File: config.mk
export PLATFORM = sky130hd
export DESIGN_NAME = serial_byte_deser
export DESIGN_NICKNAME = d
export VERILOG_FILES = /design/src/rtl/serial_pkg.sv /design/src/rtl/deser_shifter.sv /design/src/rtl/serial_byte_deser.sv
export SDC_FILE = /design/constraint.sdc
export NUM_CORES = 1
export LEC_CHECK = 0
export CORE_UTILIZATION = 32
export DETAILED_ROUTE_END_ITERATION = 6
export PLACE_DENSITY = 0.61
export SYNTH_ARGS = -nofsm -noshare
export SYNTH_HDL_FRONTEND = slang
export SYNTH_SLANG_ARGS = --single-unit
File: constraint.sdc
create_clock -name clk -period 1.3 [get_ports clk]
set_input_delay 0.26 -clock clk [delete_from_list [all_inputs] [get_ports clk]]
set_output_delay 0.26 -clock clk [all_outputs]
set_load 0.05 [all_outputs]
File: src/rtl/serial_pkg.sv
// Shared types and constants for the serial byte deserializer.
package serial_pkg;

   localparam int   SERIAL_DATA_WIDTH = 8;
   localparam logic SERIAL_IDLE_LEVEL = 1'b1;

   typedef enum logic [1:0] {
      IDLE   = 2'd0,
      DATA   = 2'd1,
      PARITY = 2'd2,
      STOP   = 2'd3
   } deser_state_t;

endpackage

File: src/rtl/deser_shifter.sv
// Datapath for the deserializer: LSB-first shift register, bit counter and
// running even-parity accumulator.
module deser_shifter
   import serial_pkg::*;
#(
   parameter int WIDTH = SERIAL_DATA_WIDTH
) (
   input  logic             clk,
   input  logic             clear,
   input  logic             start,
   input  logic             shift_en,
   input  logic             sin,
   output logic [WIDTH-1:0] data,
   output logic             parity,
   output logic             last_bit
);

   localparam int CW = $clog2(WIDTH + 1);

   logic [CW-1:0] count;

   // New bits enter at the MSB so that after WIDTH shifts the first bit sits at bit 0.
   always_ff @(posedge clk) begin
      if (clear) begin
         data   <= '0;
         count  <= '0;
         parity <= 1'b0;
      end else if (start) begin
         count  <= '0;
         parity <= 1'b0;
      end else if (shift_en) begin
         data   <= {sin, data[WIDTH-1:1]};
         parity <= parity ^ sin;
         count  <= count + CW'(1);
      end
   end

   assign last_bit = (count == CW'(WIDTH - 1));

endmodule

File: src/rtl/serial_byte_deser.sv
// Framed serial-to-parallel receiver; parity bit support is compiled in with
// the SERIAL_DESER_PARITY_EN macro.
module serial_byte_deser
   import serial_pkg::*;
#(
   parameter int WIDTH = SERIAL_DATA_WIDTH
) (
   input  logic             clk,
   input  logic             clear,
   input  logic             bit_en,
   input  logic             SIN,
   output logic [WIDTH-1:0] OUT,
   output logic             valid,
   output logic             busy,
   output logic             frame_err,
   output logic             parity_err
);

   deser_state_t     state;
   logic [WIDTH-1:0] shift_data;
   logic             parity_acc;
   logic             last_bit;
   logic             start_bit;
   logic             shift_en;
   logic             stop_parity_bad;

   assign start_bit = bit_en && (state == IDLE) && (SIN != SERIAL_IDLE_LEVEL);
   assign shift_en  = bit_en && (state == DATA);

   deser_shifter #(.WIDTH(WIDTH)) u_shifter (
      .clk      (clk),
      .clear    (clear),
      .start    (start_bit),
      .shift_en (shift_en),
      .sin      (SIN),
      .data     (shift_data),
      .parity   (parity_acc),
      .last_bit (last_bit)
   );

`ifdef SERIAL_DESER_PARITY_EN
   logic parity_bad;
   assign stop_parity_bad = parity_bad;
`else
   logic unused_parity;
   assign unused_parity   = parity_acc;
   assign stop_parity_bad = 1'b0;
   assign parity_err      = 1'b0;
`endif

   always_ff @(posedge clk) begin
      if (clear) begin
         state     <= IDLE;
         OUT       <= '0;
         valid     <= 1'b0;
         busy      <= 1'b0;
         frame_err <= 1'b0;
`ifdef SERIAL_DESER_PARITY_EN
         parity_err <= 1'b0;
         parity_bad <= 1'b0;
`endif
      end else begin
         valid     <= 1'b0;
         frame_err <= 1'b0;
`ifdef SERIAL_DESER_PARITY_EN
         parity_err <= 1'b0;
`endif
         if (bit_en) begin
            case (state)
               IDLE: begin
                  if (start_bit) begin
                     state <= DATA;
                     busy  <= 1'b1;
`ifdef SERIAL_DESER_PARITY_EN
                     parity_bad <= 1'b0;
`endif
                  end
               end
               DATA: begin
                  if (last_bit) begin
`ifdef SERIAL_DESER_PARITY_EN
                     state <= PARITY;
`else
                     state <= STOP;
`endif
                  end
               end
               PARITY: begin
`ifdef SERIAL_DESER_PARITY_EN
                  parity_bad <= parity_acc ^ SIN;
                  state      <= STOP;
`else
                  state <= IDLE;
                  busy  <= 1'b0;
`endif
               end
               STOP: begin
                  // A bad stop bit masks any parity result for this frame.
                  state <= IDLE;
                  busy  <= 1'b0;
                  if (SIN == SERIAL_IDLE_LEVEL) begin
                     if (stop_parity_bad) begin
`ifdef SERIAL_DESER_PARITY_EN
                        parity_err <= 1'b1;
`endif
                     end else begin
                        OUT   <= shift_data;
                        valid <= 1'b1;
                     end
                  end else begin
                     frame_err <= 1'b1;
                  end
               end
            endcase
         end
      end
   end

endmodule

Yosys cells after proc, flatten, opt, wreduce, memory -nomap -nowiden
Index checks and enable logic that the tools add are counted.
{ "op_classes": {"n_addsub": 1, "n_reduce_logical": 12, "n_bitwise": 4, "muxes": 7, "eq_ne": 6} }
{ "ops": {"columns": ["operator", "count"], "rows": [
  ["3-bit AND reduction", 3],
  ["2-bit one-hot mux with 3 select lines", 1],
  ["4-bit by 1-bit adder with 4-bit output (second input constant)", 1],
  ["2-bit == test (second input constant)", 2],
  ["4-bit by 3-bit == test with 1-bit output (second input constant)", 1],
  ["2-bit 2-to-1 mux", 2],
  ["2-bit != test (second input constant)", 2],
  ["1-bit NOT", 4],
  ["2-bit OR reduction", 2],
  ["1-bit logical AND", 3],
  ["1-bit 2-to-1 mux", 3],
  ["3-bit OR reduction", 1],
  ["2-bit by 1-bit == test with 1-bit output (second input constant)", 1],
  ["2-bit zero test", 1],
  ["1-bit one-hot mux with 2 select lines", 1],
  ["2-bit AND reduction", 1],
  ["2-bit nonzero test", 1]
]} }
{ "totals": {"input_bits": 4, "ff_bits": 25, "out_inout_bits": 12} }

Depth between registers and ports, before layout
{ "logic_depth": {"word_depth": 5, "depth_mapped": 4, "ltp_nobuf": 4} }

By module
A second synthesis with hierarchy kept.
{ "unflattened": {"hier_cells": 108, "area_unflattened_um2": 1068.5} }
{ "modules_own_cells": {"columns": ["mod", "cells_per_inst", "area_each_um2", "n_inst"], "rows": [
  ["serial_byte_deser", 58, 566.8, 1],
  ["deser_shifter", 50, 501.7, 1]
]} }

Worst setup path before layout
Ideal clock, no wire load.
{ "synth_path": {"path_type": "register to register", "from": "register state[1]", "to": "register u_shifter.count[3]", "path_slack_ps": 233, "stages_incl_launch_ff": 4, "t_required_ps": 1230, "arrival_ps": 997, "n_path_buf": 0, "path_cell_list": "dfxtp_1 -> nand3b_1 -> or3_1 -> a21oi_1"} }
{ "synth_via": {"elab_chain_cells": 4} }
{ "synth_lines": {"columns": ["item", "line_no", "source"], "rows": [
  ["from (decl)", "serial_byte_deser.sv:19", "deser_state_t state;"],
  ["from (signal assigned)", "serial_byte_deser.sv:53", "state <= IDLE;"],
  ["from (signal assigned)", "serial_byte_deser.sv:72", "state <= DATA;"],
  ["from (signal assigned)", "serial_byte_deser.sv:84", "state <= STOP;"],
  ["2-bit zero test", "serial_byte_deser.sv:27", "assign start_bit = bit_en && (state == IDLE) && (SIN != SERIAL_IDLE_LEVEL);"],
  ["1-bit logical AND (2 in a row)", "serial_byte_deser.sv:27", null],
  ["2-bit OR reduction (no line)", null, null],
  ["to (signal assigned)", "deser_shifter.sv:34", "count <= count + CW'(1);"],
  ["to (decl)", "deser_shifter.sv:20", "logic [CW-1:0] count;"]
]} }
Parallel ways exist; a longest one is shown, timed or not.
A chain may end at the register's enable or synchronous reset.

Worst setup path in the final report
{ "layout_path": {"from": "input port bit_en", "to": "register u_shifter.count[3]"} }
{ "layout_via": {"elab_chain_cells": 3} }
{ "layout_lines": {"columns": ["item", "line_no", "source"], "rows": [
  ["from (decl)", "serial_byte_deser.sv:10", "input logic bit_en,"],
  ["1-bit logical AND (2 in a row)", "serial_byte_deser.sv:27", null],
  ["2-bit OR reduction (no line)", null, null]
]} }
Parallel ways exist; a longest one is shown, timed or not.

==> impl_metrics.py <==
metrics = {
    "outcome": {
        "status": "finished clean",
    },
    "clock_tree": {
        "hold_buffers": 0,
        "clk_pin_slew_ns": 0.13,
        "insertion_delay_ns": 0.31,
        "cts_tree": "done",
        "htreeDepth": 1,
        "cts-root-buf": "clkbuf_4",
        "cts_buffer_depth": 2,
        "clkSinkCount": 25,
        "cts_inserted_buffers": 3,
    },
    "cells_and_area": {
        "fill_cells": 254,
        "fin_area_um2": 1284,
        "diodes": 0,
        "drive_above_1_share_pct": 19.40,
        "area_delta_synth_final_pct": 39.21,
        "nets": 140,
        "post-route-util_pct": 46.96,
        "multi_input_area_um2": 375.4,
        "seq_area_um2": 503.0,
    },
    "power": {
        "pwr-share-clk_pct": 27.7,
        "internal-power_uw": 936.3,
        "power.share.sequential_pct": 64.6,
        "power.leakage_uw": 0.0004569,
        "vdd_ir_drop_max_mv": 0.6529,
        "netSwitchingFraction_pct": 22.62,
        "p_comb_share_pct": 7.7,
        "p_per_area_nw_per_um2": 942.6,
        "netSwitchingPower_uw": 273.7,
    },
    "sta": {
        "skew_ns": 0.004460,
        "finalHoldViolCount": 0,
        "min_period_ns": 1.222,
        "drv_slew": 0,
        "setup_viol": 0,
        "rsz0062_at_grt": "false",
        "fin_crit_sh_pct": 93.99,
        "fmax_mhz": 818.4,
    },
    "critical_path": {
        "end_kind": "register",
        "r2r_slack_ns": 0.12,
        "r2r_end": "u_shifter.count[3]",
        "critPathRequiredTime_ns": 1.56,
        "timing.critical_path.arrival_ns": 1.48,
        "cp_max_fo": 6,
        "critPathKind": "input pin to register",
        "crit_path_start": "bit_en",
        "rr_startpoint": "state[1]",
        "cp-start-kind": "input pin",
        "ff2ff_path_depth": 3,
    },
    "placed_design": {
        "hpwl_um": 1241,
        "placed_area_um2": 1247,
        "port_buffers": 14,
        "place_congestion": 0.7126,
    },
    "die": {
        "rows": 19,
        "core-area_um2": 2734,
        "die_w_um": 55.68,
        "io_pins": 16,
        "initial_core_util_pct": 33.73,
        "chipHeight_um": 55.68,
        "dieArea_um2": 3100,
    },
    "routing": {
        "drc": 0,
        "final_antenna_net_count": 0,
        "vias": 791,
        "drt_iter0_drc": 15,
        "vias_per_cell": 4.794,
        "first_pass_iters": 5,
        "routed_wl_um": 1708,
        "routed-wl-met2_um": 869,
        "met1_length_um": 768,
        "maxUsedRoutingLayer": "met3",
        "met3_length_um": 70,
        "detail_route.wl_per_cell_um": 10.35,
    },
    "worst_hold_path": {
        "worstHoldPathCells": 2,
        "min_path_type": "register to register",
        "min_from": "u_shifter.data[0]",
        "holdPathEnd": "OUT[0]",
    },
    "global_route": {
        "grt_use_total_pct": 12.33,
        "grt_pass1_vias": 728,
        "grt_overflow": 0,
        "grt_start_max_net_pins": 18,
        "antenna_found_initial": 0,
        "grt_pass1_wl_um": 3001,
    },
    "synth": {
        "yosysWarningCount": 0,
        "synth.avg_cell_area_um2": 8.233,
        "synth_seq_area_share_pct": 54.27,
        "synth_cell_types": 24,
        "synth_seq_cells": 25,
        "syn_inst": 112,
        "syn_nets": 117,
        "synth.cell_area_um2": 922.1,
    },
    "job": {
        "drv_cap": 0,
    },
}
-- state kept, by name (all words and copies together) (netlist names) --
| register | count |
|---|---|
| OUT | 8 |
| busy | 1 |
| frame_err | 1 |
| state | 2 |
| u_shifter.count | 4 |
| u_shifter.data | 8 |
| valid | 1 |
-- cells in the mapped netlist --
| cell type | count | area [um^2] |
|---|---|---|
| buf_4 | 1 | 7.510 |
| nand3b_1 | 1 | 7.510 |
| ha_1 | 1 | 12.51 |
| o31ai_1 | 1 | 7.510 |
| nand4_1 | 1 | 6.260 |
| o32a_1 | 1 | 10.01 |
| a21oi_1 | 20 | 100.1 |
| clkbuf_1 | 1 | 3.750 |
| xnor2_1 | 1 | 8.760 |
| or3_1 | 2 | 12.51 |
| nor2_1 | 4 | 15.01 |
| a21boi_0 | 1 | 7.510 |
| and4_1 | 1 | 8.760 |
| nand2b_1 | 1 | 6.260 |
| inv_1 | 4 | 15.01 |
| o21ai_0 | 2 | 10.01 |
| and3b_1 | 1 | 8.760 |
| conb_1 | 1 | 3.750 |
| o21a_1 | 1 | 7.510 |
| buf_2 | 4 | 20.02 |
| nor4_1 | 1 | 6.260 |
| nand2_1 | 35 | 131.4 |
| nand3_1 | 1 | 5.000 |
| dfxtp_1 | 25 | 500.5 |
-- power groups by stage --
stage	Clock (uW)	Sequential (uW)	Combinational, uW
global route	391	784	101
finish	335	782	93.0
detailed placement	0	798	91.1
global placement	0	798	89.1
floorplan	0	804	41.8
CTS	355	782	91.2
-- worst max path at each step --
| stage | to | cells past startpoint |
|---|---|---|
| 3_3_place_gp | u_shifter.count[3] | 4 |
| 4_1_cts | u_shifter.count[3] | 3 |
| 5_1_grt | u_shifter.count[3] | 4 |
| 6_report | u_shifter.count[3] | 4 |
| 2_1_floorplan | u_shifter.count[3] | 3 |
| 3_5_place_dp | u_shifter.count[3] | 4 |
-- cell usage in the layout, fill, tap and decap left out --
master and n:
a21boi_0 1, a21oi_1 20, and3b_1 1, and4_1 1, buf_12 11, buf_4 10, clkbuf_1 1, clkbuf_4 3
clkdlybuf4s50_1 3, conb_1 1, dfxtp_1 23, dfxtp_2 2, ha_1 1, inv_1 4, nand2_1 35, nand2b_1 1
nand3_1 1, nand3b_1 1, nand4_1 1, nor2_1 4, nor4_1 1, o21a_1 1, o21ai_0 2, o31ai_1 1
o32a_1 1, or3_1 2, xnor2_1 1
-- worst max-delay path: stages --
cell and delay (ns):
clkdlybuf4s50_1 0.51, nand3b_1 0.18, or3_1 0.38, a21oi_1 0.13
-- layout make-up --
cell class                 instances  share of cell area [%]
multi-input combinational         77                   29.24
tap                               31                   3.021
inverter                           4                   1.170
timing repair buffer              24                   25.34
clock buffer                       4                   2.047
sequential                        25                   39.18
-- per-stage QoR --
| stage | setup TNS [ns] | cells | hold WS, ns | setup slack [ns] | total power [uW] |
|---|---|---|---|---|---|
| after floorplan | 0 | 112 | 0.3960 | 0.2332 | 845.6 |
| after global placement | -3.883 | 160 | 0.4455 | -0.2350 | 887.6 |
| after detailed placement | -4.236 | 160 | 0.4552 | -0.2792 | 889.5 |
| after CTS | 0 | 164 | 0.4730 | 0.05886 | 1228 |
| after global routing | 0 | 165 | 0.4967 | 0.005959 | 1275 |
| final | 0 | 165 | 0.4716 | 0.07815 | 1210 |
-- what timing repair did --
item | in CTS | in global routing
hold endpoints to repair | 0 | 0
endpoints found under the setup margin | 0 | 2
buffers inserted | 0 | 1
gates resized for setup | 0 | 2
-- cells by family (layout without fill, tap and decap cells) --
| family | after synthesis | after routing | synth area share (%) |
|---|---|---|---|
| AOI/OAI and AO/OA | 26 | 26 | 15.47 |
| xor gates and xnor gates | 1 | 1 | 0.9500 |
| adders and majority gates | 1 | 1 | 1.357 |
| buffers and inverters | 10 | 32 | 5.020 |
| DFF | 25 | 25 | 54.27 |
| other | 1 | 1 | 0.4067 |
| and+or+nand+nor | 48 | 48 | 22.52 |
-- layer usage --
metal / GRT usage [%] / vias up
met1: 13.95 / 362
met2: 21.00 / 16
met5: 0 / -
li1: - / 413
met4: 5.357 / 0
met3: 4.186 / 0
No activity file was read; power rests on OpenSTA's default activity.
